==> src/rtl/gpio_bus_bridge_if.sv <==
// CPU data-bus side of the GPIO bridge.
//   master : CPU / bus fabric (drives select, strobes, address, write data)
//   slave  : gpio_bus_bridge (returns read data and ready)
interface gpio_bus_bridge_if #(
  parameter int WIDTH  = 32,
  parameter int ADDR_W = 5
);
  logic              i_Sel;
  logic              i_WE;
  logic              i_RE;
  logic [ADDR_W-1:0] i_Addr;
  logic [WIDTH-1:0]  i_WData;
  logic [WIDTH-1:0]  o_RData;
  logic              o_Ready;

  modport master (
    output i_Sel, i_WE, i_RE, i_Addr, i_WData,
    input  o_RData, o_Ready
  );

  modport slave (
    input  i_Sel, i_WE, i_RE, i_Addr, i_WData,
    output o_RData, o_Ready
  );
endinterface

==> src/rtl/gpio_bus_bridge.sv <==
// Memory-mapped bridge between the MIPS data bus and the GPIO block.
// Bus accesses complete in one cycle: o_Ready/o_RData are presented the
// cycle after the request edge. DOUT/DDIR writes become one-cycle
// o_WEO/o_WER strobes with data on o_DD. Per-pin edge capture feeds a
// sticky W1C status register and a masked, registered interrupt.
// Ports:
//   i_Clk, i_rst_n : clock, async active-low reset
//   bus            : CPU bus (slave modport)
//   i_DIN, i_DDIR  : pin state and direction from GPIO (DDIR 1 = input)
//   o_DD           : data to GPIO
//   o_WEO, o_WER   : GPIO output / direction register write strobes
//   o_Irq          : level interrupt to CPU

// One pin of edge capture plus its sticky status next-state.
module gpio_edge_lane (
  input  logic primed,
  input  logic din,
  input  logic prev,
  input  logic ddir,
  input  logic rise_en,
  input  logic fall_en,
  input  logic stat,
  input  logic clr,
  output logic stat_d
);
  logic rise, fall;
  always_comb begin
    rise   = primed & din  & ~prev & ddir & rise_en;
    fall   = primed & ~din & prev  & ddir & fall_en;
    // set wins over a coincident W1C
    stat_d = (stat & ~clr) | rise | fall;
  end
endmodule

module gpio_bus_bridge #(
  parameter int WIDTH  = 32,
  parameter int ADDR_W = 5
) (
  input  logic              i_Clk,
  input  logic              i_rst_n,
  gpio_bus_bridge_if.slave  bus,
  input  logic [WIDTH-1:0]  i_DIN,
  input  logic [WIDTH-1:0]  i_DDIR,
  output logic [WIDTH-1:0]  o_DD,
  output logic              o_WEO,
  output logic              o_WER,
  output logic              o_Irq
);
  typedef enum logic [2:0] {
    R_DIN, R_DOUT, R_DDIR, R_RISE, R_FALL, R_STAT, R_MASK, R_NONE
  } reg_e;

  logic             req, wr, rd;
  reg_e             ridx;
  logic [WIDTH-1:0] rd_mux, clr;

  logic [WIDTH-1:0] rdata_d, rdata_q;
  logic             ready_d, ready_q;
  logic [WIDTH-1:0] dd_d, dd_q;
  logic             weo_d, weo_q, wer_d, wer_q;
  logic [WIDTH-1:0] dout_d, dout_q;
  logic [WIDTH-1:0] rise_en_d, rise_en_q;
  logic [WIDTH-1:0] fall_en_d, fall_en_q;
  logic [WIDTH-1:0] stat_d, stat_q;
  logic [WIDTH-1:0] mask_d, mask_q;
  logic [WIDTH-1:0] prev_d, prev_q;
  logic             primed_d, primed_q;
  logic             irq_d, irq_q;

  // byte-lane bits of the address carry no meaning for word registers
  logic unused_addr_lsb;
  assign unused_addr_lsb = ^bus.i_Addr[1:0];

  always_comb begin
    req  = bus.i_Sel & (bus.i_WE | bus.i_RE);
    wr   = req & bus.i_WE;
    rd   = req & ~bus.i_WE;      // WE wins when both strobes are high
    ridx = reg_e'(bus.i_Addr[4:2]);

    // STAT read sees the value before this cycle's update
    case (ridx)
      R_DIN:   rd_mux = i_DIN;
      R_DOUT:  rd_mux = dout_q;
      R_DDIR:  rd_mux = i_DDIR;
      R_RISE:  rd_mux = rise_en_q;
      R_FALL:  rd_mux = fall_en_q;
      R_STAT:  rd_mux = stat_q;
      R_MASK:  rd_mux = mask_q;
      default: rd_mux = '0;
    endcase

    ready_d   = req;
    rdata_d   = rd ? rd_mux : '0;
    dd_d      = dd_q;
    weo_d     = 1'b0;
    wer_d     = 1'b0;
    dout_d    = dout_q;
    rise_en_d = rise_en_q;
    fall_en_d = fall_en_q;
    mask_d    = mask_q;
    clr       = '0;

    if (wr) begin
      case (ridx)
        R_DOUT: begin dout_d = bus.i_WData; dd_d = bus.i_WData; weo_d = 1'b1; end
        R_DDIR: begin dd_d = bus.i_WData; wer_d = 1'b1; end
        R_RISE: rise_en_d = bus.i_WData;
        R_FALL: fall_en_d = bus.i_WData;
        R_STAT: clr       = bus.i_WData;
        R_MASK: mask_d    = bus.i_WData;
        default: ;
      endcase
    end

    prev_d   = i_DIN;
    // prev holds reset value on the first edge; priming suppresses false edges
    primed_d = 1'b1;
  end

  for (genvar a = 0; a < WIDTH; a++) begin : g_lane
    gpio_edge_lane u_lane (
      .primed  (primed_q),
      .din     (i_DIN[a]),
      .prev    (prev_q[a]),
      .ddir    (i_DDIR[a]),
      .rise_en (rise_en_q[a]),
      .fall_en (fall_en_q[a]),
      .stat    (stat_q[a]),
      .clr     (clr[a]),
      .stat_d  (stat_d[a])
    );
  end

  always_comb irq_d = |(stat_d & mask_q);

  always_ff @(posedge i_Clk or negedge i_rst_n) begin
    if (!i_rst_n) begin
      rdata_q   <= '0;
      ready_q   <= 1'b0;
      dd_q      <= '0;
      weo_q     <= 1'b0;
      wer_q     <= 1'b0;
      dout_q    <= '0;
      rise_en_q <= '0;
      fall_en_q <= '0;
      stat_q    <= '0;
      mask_q    <= '0;
      prev_q    <= '0;
      primed_q  <= 1'b0;
      irq_q     <= 1'b0;
    end else begin
      rdata_q   <= rdata_d;
      ready_q   <= ready_d;
      dd_q      <= dd_d;
      weo_q     <= weo_d;
      wer_q     <= wer_d;
      dout_q    <= dout_d;
      rise_en_q <= rise_en_d;
      fall_en_q <= fall_en_d;
      stat_q    <= stat_d;
      mask_q    <= mask_d;
      prev_q    <= prev_d;
      primed_q  <= primed_d;
      irq_q     <= irq_d;
    end
  end

  assign bus.o_RData = rdata_q;
  assign bus.o_Ready = ready_q;
  assign o_DD        = dd_q;
  assign o_WEO       = weo_q;
  assign o_WER       = wer_q;
  assign o_Irq       = irq_q;
endmodule

==> src/flat_wrapper.sv <==
// flat-port wrapper written by rule: the top's interface ports become plain ports
module gpio_bus_bridge_flat 
#(
  parameter int WIDTH  = 32,
  parameter int ADDR_W = 5
)
  (i_Clk, i_rst_n, i_DIN, i_DDIR, o_DD, o_WEO, o_WER, o_Irq, bus_i_Sel, bus_i_WE, bus_i_RE, bus_i_Addr, bus_i_WData, bus_o_RData, bus_o_Ready);
  gpio_bus_bridge_if #(.WIDTH(WIDTH), .ADDR_W(ADDR_W)) bus_i ();
  input  logic i_Clk;
  input  logic i_rst_n;
  input  logic [WIDTH-1:0] i_DIN;
  input  logic [WIDTH-1:0] i_DDIR;
  output logic [WIDTH-1:0] o_DD;
  output logic o_WEO;
  output logic o_WER;
  output logic o_Irq;
  input wire logic [$bits(bus_i.i_Sel)-1:0] bus_i_Sel;
  input wire logic [$bits(bus_i.i_WE)-1:0] bus_i_WE;
  input wire logic [$bits(bus_i.i_RE)-1:0] bus_i_RE;
  input wire logic [$bits(bus_i.i_Addr)-1:0] bus_i_Addr;
  input wire logic [$bits(bus_i.i_WData)-1:0] bus_i_WData;
  output wire logic [$bits(bus_i.o_RData)-1:0] bus_o_RData;
  output wire logic [$bits(bus_i.o_Ready)-1:0] bus_o_Ready;
  assign bus_i.i_Sel = bus_i_Sel;
  assign bus_i.i_WE = bus_i_WE;
  assign bus_i.i_RE = bus_i_RE;
  assign bus_i.i_Addr = bus_i_Addr;
  assign bus_i.i_WData = bus_i_WData;
  assign bus_o_RData = bus_i.o_RData;
  assign bus_o_Ready = bus_i.o_Ready;
  gpio_bus_bridge #(.WIDTH(WIDTH), .ADDR_W(ADDR_W)) u_core (.i_Clk(i_Clk), .i_rst_n(i_rst_n), .bus(bus_i), .i_DIN(i_DIN), .i_DDIR(i_DDIR), .o_DD(o_DD), .o_WEO(o_WEO), .o_WER(o_WER), .o_Irq(o_Irq));
endmodule
==> config.mk <==
export PLATFORM = sky130hd
export DESIGN_NAME = gpio_bus_bridge_flat
export DESIGN_NICKNAME = d
export VERILOG_FILES = /design/src/rtl/gpio_bus_bridge_if.sv /design/src/rtl/gpio_bus_bridge.sv /design/src/flat_wrapper.sv
export SDC_FILE = /design/constraint.sdc
export NUM_CORES = 1
export LEC_CHECK = 0
export BUFFER_PORTS_ARGS = -buffer_cell sky130_fd_sc_hd__buf_2
export CAP_MARGIN = 15
export CORE_ASPECT_RATIO = 1.75
export CORE_MARGIN = 3
export CORE_UTILIZATION = 45
export CTS_CLUSTER_SIZE = 20
export DETAILED_ROUTE_END_ITERATION = 6
export PLACE_DENSITY = 0.7
export REMOVE_ABC_BUFFERS = 1
export SYNTH_ARGS = -nofsm -noshare
export SYNTH_HDL_FRONTEND = slang
export SYNTH_SLANG_ARGS = --single-unit
export TNS_END_PERCENT = 20
==> constraint.sdc <==
create_clock -name i_Clk -period 1.8 [get_ports i_Clk]
set_input_delay 0.18 -clock i_Clk [delete_from_list [all_inputs] [get_ports i_Clk]]
set_output_delay 0.18 -clock i_Clk [all_outputs]
set_load 0.1 [all_outputs]
# Word-level counts from Yosys, hierarchy flattened
# Index checks and enable logic that the tools add are counted.
# W data, S select, Z words.
[op_classes] n_bitwise=454 reduce_logical=8 n_eq_ne=6 n_mux=8
[ops] cell="$and A1 B1 Y1" count=291
[ops] cell="$pmux W32 S7" count=1
[ops] cell="$not A1 Y1" count=97
[ops] cell="$mux W32" count=3
[ops] cell="$or A1 B1 Y1" count=65
[ops] cell="$and A32 B32 Y32" count=1
[ops] cell="$reduce_or A32 Y1" count=1
[ops] cell="$reduce_and A2 Y1" count=5
[ops] cell="$eq A3 B3 Y1 const B" count=3
[ops] cell="$eq A3 B2 Y1 const B" count=2
[ops] cell="$mux W1" count=4
[ops] cell="$eq A3 B1 Y1 const B" count=1
[ops] cell="$logic_not A3 Y1" count=1
[ops] cell="$reduce_or A2 Y1" count=1
[totals] ff_bits=261 input_bits=106 output_inout_bits=68 word_cells=489

# Depth between registers and ports, before layout
[depth] ltp_word=10 depth_mapped=9 depth_no_buf=6

# By module
# From an unflattened synthesis, not the netlist that was laid out.
[unflattened] hier_cells=914 area_unflattened_um2=11702.5
[by_module_without_submodules] module="gpio_bus_bridge" instances=1 seq_area_each_um2=6531.3 area_per_inst_um2=10741.6 cells_per_inst=754
[by_module_without_submodules] module="gpio_edge_lane" instances=32 seq_area_each_um2=0.0 area_per_inst_um2=30.0 cells_per_inst=5

# Worst setup path before layout
# No wires, ideal clock.
[synth_timing] kind="input-to-reg" from="input port bus_i_Addr[2]" to="register u_core.irq_q, in the netlist u_core.o_Irq" slack_ns=0.015 required_time_ns=1.659 setup_ns=0.141 stages=8 t_arrival_ns=1.644 n_path_buf=2 cell_sequence="buf_4 > and3_1 > buf_4 > and2_4 > a21oi_1 > or4_1 > nor4_1 > nand4_1"
[synth_between] elab_chain_len=9 word_cells_on_any_way=133 cone_classes="eq/ne: 1; mux: 2; bitwise: 129; reduce/logical: 1"
[synth_lines] item="start, declared" line_no="flat_wrapper.sv:20" source="input wire logic [$bits(bus_i.i_Addr)-1:0] bus_i_Addr;"
[synth_lines] item="$eq A3 B3 Y1 *" line_no="gpio_bus_bridge.sv:104" source="case (ridx)"
[synth_lines] item="$mux W32 *" line_no="gpio_bus_bridge.sv:104"
[synth_lines] item="$mux W32 *" line_no="gpio_bus_bridge.sv:103" source="if (wr) begin"
[synth_lines] item="$not A1 Y1" line_no="gpio_bus_bridge.sv:31" source="stat_d = (stat & ~clr) | rise | fall;"
[synth_lines] item="$and A1 B1 Y1" line_no="gpio_bus_bridge.sv:31"
[synth_lines] item="$or A1 B1 Y1 (2 in a row)" line_no="gpio_bus_bridge.sv:31"
[synth_lines] item="$and A32 B32 Y32 *" line_no="gpio_bus_bridge.sv:134" source="always_comb irq_d = |(stat_d & mask_q);"
[synth_lines] item="$reduce_or A32 Y1 *" line_no="gpio_bus_bridge.sv:134"
[synth_lines] item="via u_core.irq_d" line_no="gpio_bus_bridge.sv:68" source="logic irq_d, irq_q;"
[synth_lines] item="end signal, assigned" line_no="gpio_bus_bridge.sv:164" source="irq_q <= irq_d;"
[synth_lines] item="end, declared" line_no="gpio_bus_bridge.sv:68"
# Mark *: on every way through the listed nets, which the timed path passes. The rest lies on a longest branch.
# A chain may end at the register's enable or synchronous reset.

# Worst setup path after layout
[layout_timing] from="register u_core.primed_q" to="register u_core.irq_q, in the netlist u_core.o_Irq"
[layout_between] elab_chain_len=8 word_cells_on_any_way=322 cone_classes="bitwise: 321; reduce/logical: 1"
[layout_lines] item="start, declared" line_no="gpio_bus_bridge.sv:67" source="logic primed_d, primed_q;"
[layout_lines] item="start signal, assigned" line_no="gpio_bus_bridge.sv:163" source="primed_q <= primed_d;"
[layout_lines] item="$and A1 B1 Y1 (4 in a row)" line_no="gpio_bus_bridge.sv:28" source="rise = primed & din & ~prev & ddir & rise_en;"
[layout_lines] item="$or A1 B1 Y1 (2 in a row)" line_no="gpio_bus_bridge.sv:31"
[layout_lines] item="$and A32 B32 Y32 *" line_no="gpio_bus_bridge.sv:134"
[layout_lines] item="$reduce_or A32 Y1 *" line_no="gpio_bus_bridge.sv:134"
[layout_lines] item="via u_core.irq_d" line_no="gpio_bus_bridge.sv:68"
# Marks and branches as above.

==> impl_metrics.json <==
{
  "status": "finished, violations left",
  "violations": "setup timing",
  "fmax_ghz": 0.506,
  "required_ns": 2.20,
  "routed.top_layer": "met4",
  "grt.total_usage_pct": 26.4,
  "skew_ns": 0.0104,
  "netlist.top_cell.by_area": "dfrtp_1",
  "rsz0062_at_grt": "yes",
  "drt_iter0_markers": 800,
  "power.density_nw_per_um2": 1170,
  "nFillCells": 2100,
  "fp-row-count": 78,
  "end_kind": "flop",
  "clk_pin_slew_worst_paths_ns": 0.07,
  "vias": 9947,
  "worstMarginPinSlew_ns": 0.698,
  "min_period_ns": 1.98,
  "floorplan.initialDensity_pct": 46.1,
  "ios": 174,
  "hold_viol_final": 0,
  "arrival_ns": 2.37,
  "fin_total_pwr_mw": 18.7,
  "cts_buffer_depth": 3,
  "synth_edf_count": 0,
  "synth_seq_cells": 261,
  "report.final.slew_viol_count": 0,
  "postPlaceCellArea_sq_um": 14300,
  "critPathMaxFanout": 4,
  "die_height_um": 223,
  "start_kind": "flop",
  "final_cell_area_sq_um": 16000,
  "synth.top_cells.by_area": "dfrtp_1 54%, mux2_2 16%, mux2i_1 3.8%, nand3b_1 3.2%, nand2_1 3.1%",
  "synth.top_cell.area_share_pct": 53.9,
  "finalCritPeriodShare_pct": 110,
  "synth_flop_cell": "dfrtp_1",
  "syn_inst": 1013,
  "die_w_um": 130,
  "vias_per_cell": 5.91,
  "wl_per_cell_um": 22.8,
  "maxCapViolations": 0,
  "async_reset_ff_share_pct": 100,
  "wl_um": 38400,
  "postSynthAreaPerCell_sq_um": 12.0,
  "drcViolationCount": 0,
  "hpwl_um": 26900,
  "r2r_cells": 9,
  "setup_slack_ns": -0.178,
  "core_sq_um": 26300,
  "finalSetupViolCount": 1,
  "hp-class": "primary input to flop",
  "slew_headroom_pct": 53.3,
  "layout.nets": 1454,
  "n_antenna_cell": 0,
  "drive_gt1_share_pct": 40.8,
  "dieArea_sq_um": 29000,
  "drt-met1-wl_um": 14200,
  "grt_pass1_vias": 10500,
  "io_buffers": 171,
  "met3_length_um": 1750,
  "htree_levels": 1,
  "clock_latency_ns": 0.53,
  "ys_seq_area_share_pct": 53.9,
  "ant_nets": 0,
  "grt-ovfl-total": 0,
  "areaGrowthSynthToFinish_pct": 32.1,
  "power.leakage_nw": 7.25,
  "first_pass_iters": 5,
  "yosysWarnings": 0,
  "synth_area_sq_um": 12100,
  "grt_first_pass_wirelength_um": 58900,
  "finish.utilization_pct": 61.0,
  "min_path_cells": 3,
  "grt_max_degree": 52,
  "cts_root_buffer": "clkbuf_16",
  "cts_tree": "done",
  "antenna_found_initial": 0,
  "peakVddDrop_v": 0.000912,
  "crit_type": "flop to flop",
  "synthDistinctLibCells": 40,
  "clock_sinks": 261,
  "cts_made_buffers": 25,
  "gp_congestion": 0.922,
  "met2_length_um": 20500
}
==> final timing paths <==
path | from | endpoint | slack (ns)
worst max register to register | u_core.primed_q | u_core.o_Irq | -0.18
worst min-delay path | bus_i_WData[8] | u_core.stat_q[8] | 0.02
worst min register to register | u_core.o_DD[30] | u_core.o_DD[30] | 0.50
min in group asynchronous | i_rst_n | u_core.dout_q[11] | 0.17
worst max-delay path | u_core.primed_q | u_core.o_Irq | -0.18
max in group asynchronous | i_rst_n | u_core.dout_q[25] | 0.89
==> per-layer routing <==
metal,track usage (%),vias up
met5,0,-
met4,13.2,0
met3,2.76,111
met2,46.7,364
met1,31.1,5065
li1,-,4407
==> sequential cells by signal, indices dropped and copies added, names as in the netlist <==
| signal | count |
|---|---|
| u_core.o_WER | 1 |
| u_core.prev_q | 32 |
| u_core.mask_q | 32 |
| u_core.fall_en_q | 32 |
| u_core.o_Irq | 1 |
| u_core.primed_q | 1 |
| u_core.bus.o_Ready | 1 |
| u_core.o_WEO | 1 |
| u_core.o_DD | 32 |
| u_core.bus.o_RData | 32 |
| u_core.stat_q | 32 |
| u_core.rise_en_q | 32 |
| u_core.dout_q | 32 |
==> cells in the final DEF (no fill, tap or decap), types with 11 or more instances in the layout <==
master         count
a21o_1            14
nand3b_1          52
dlygate4sd3_1     66
a22oi_1           18
a21oi_1           35
mux2i_1           46
nand4_1           11
o22ai_1           13
o21ai_0           33
a32o_1            16
buf_12            20
buf_2            169
a31oi_1           30
nand2_1           95
clkbuf_16         26
nor2_1            50
nand3_1           21
dfrtp_1          260
buf_4            106
mux4_2            15
mux2_2           172
==> worst max-delay path, stage by stage, from the launching register on <==
cell       delay, ns
dfrtp_2         0.43
buf_6           0.14
buf_4           0.14
nand3_2         0.08
a21oi_4         0.05
a2111oi_4       0.39
buf_4           0.17
nand4_1         0.08
a2111oi_2       0.23
nand4_1         0.13
==> what timing repair did <==
action / 4_1_cts / 5_1_grt
endpoints found under the hold margin: 308 / 0
setup endpoints to repair: 1 / 1
resized for setup: 20 / 18
hold buffers: 66 / 0
setup buffers: 4 / 0
cloned: 0 / 1
pin swaps: 4 / 11
==> cell families (layout without fill, tap and decap cells) <==
kind of cell	after synthesis	after routing	synth area share, %
flops	261	261	53.9
mux	233	233	22.6
compound gates	187	187	10.1
other cells	1	1	0.0310
simple gates	265	265	10.9
buf+inv	66	417	2.47
==> final cells by class <==
class | instances | area, sq um | area share, %
clock buffers | 36 | 707 | 4.42
flip-flops and latches | 261 | 6530 | 40.8
repair buffers | 369 | 2810 | 17.6
multi-input cells | 686 | 5440 | 34.0
well taps | 320 | 400 | 2.50
clock inverters | 7 | 93.8 | 0.586
inverters | 5 | 18.8 | 0.117
==> synth_stat cells (5+ instances only) <==
cell and number:
nor2b_1 6, clkbuf_1 24, o22ai_1 13, nor2_1 51, a22oi_1 19, nand2_1 100, nand3_1 24, dfrtp_1 261
and3_1 7, nand3b_1 52, mux2_2 172, a32o_1 16, a21oi_1 42, nand4_1 11, buf_1 7, a21o_1 14
a221oi_1 6, a31oi_1 30, o21ai_0 33, inv_1 5, buf_2 26, mux2i_1 46, mux4_2 15
==> where the power goes <==
part	leakage [nW]	switching (mW)	total [mW]	internal [mW]
registers	3.17	0.874	7.96	7.08
logic	3.69	3.37	5.53	2.15
clock network	0.391	2.24	5.26	3.02
total	7.25	6.49	18.7	12.3
==> stage by stage <==
| step | hold WS, ns | cells | TNS [ns] | setup WS [ns] |
|---|---|---|---|---|
| after floorplan | -0.116 | 952 | -186.56 | -2.21 |
| after global placement | 0.144 | 1570 | -2.82 | -0.581 |
| after detailed placement | 0.142 | 1570 | -4.95 | -0.593 |
| after CTS | 0.000621 | 1683 | -0.192 | -0.192 |
| after global routing | 0.0203 | 1684 | -0.241 | -0.241 |
| final | 0.0209 | 1684 | -0.178 | -0.178 |
(Power assumes the default switching activity.)
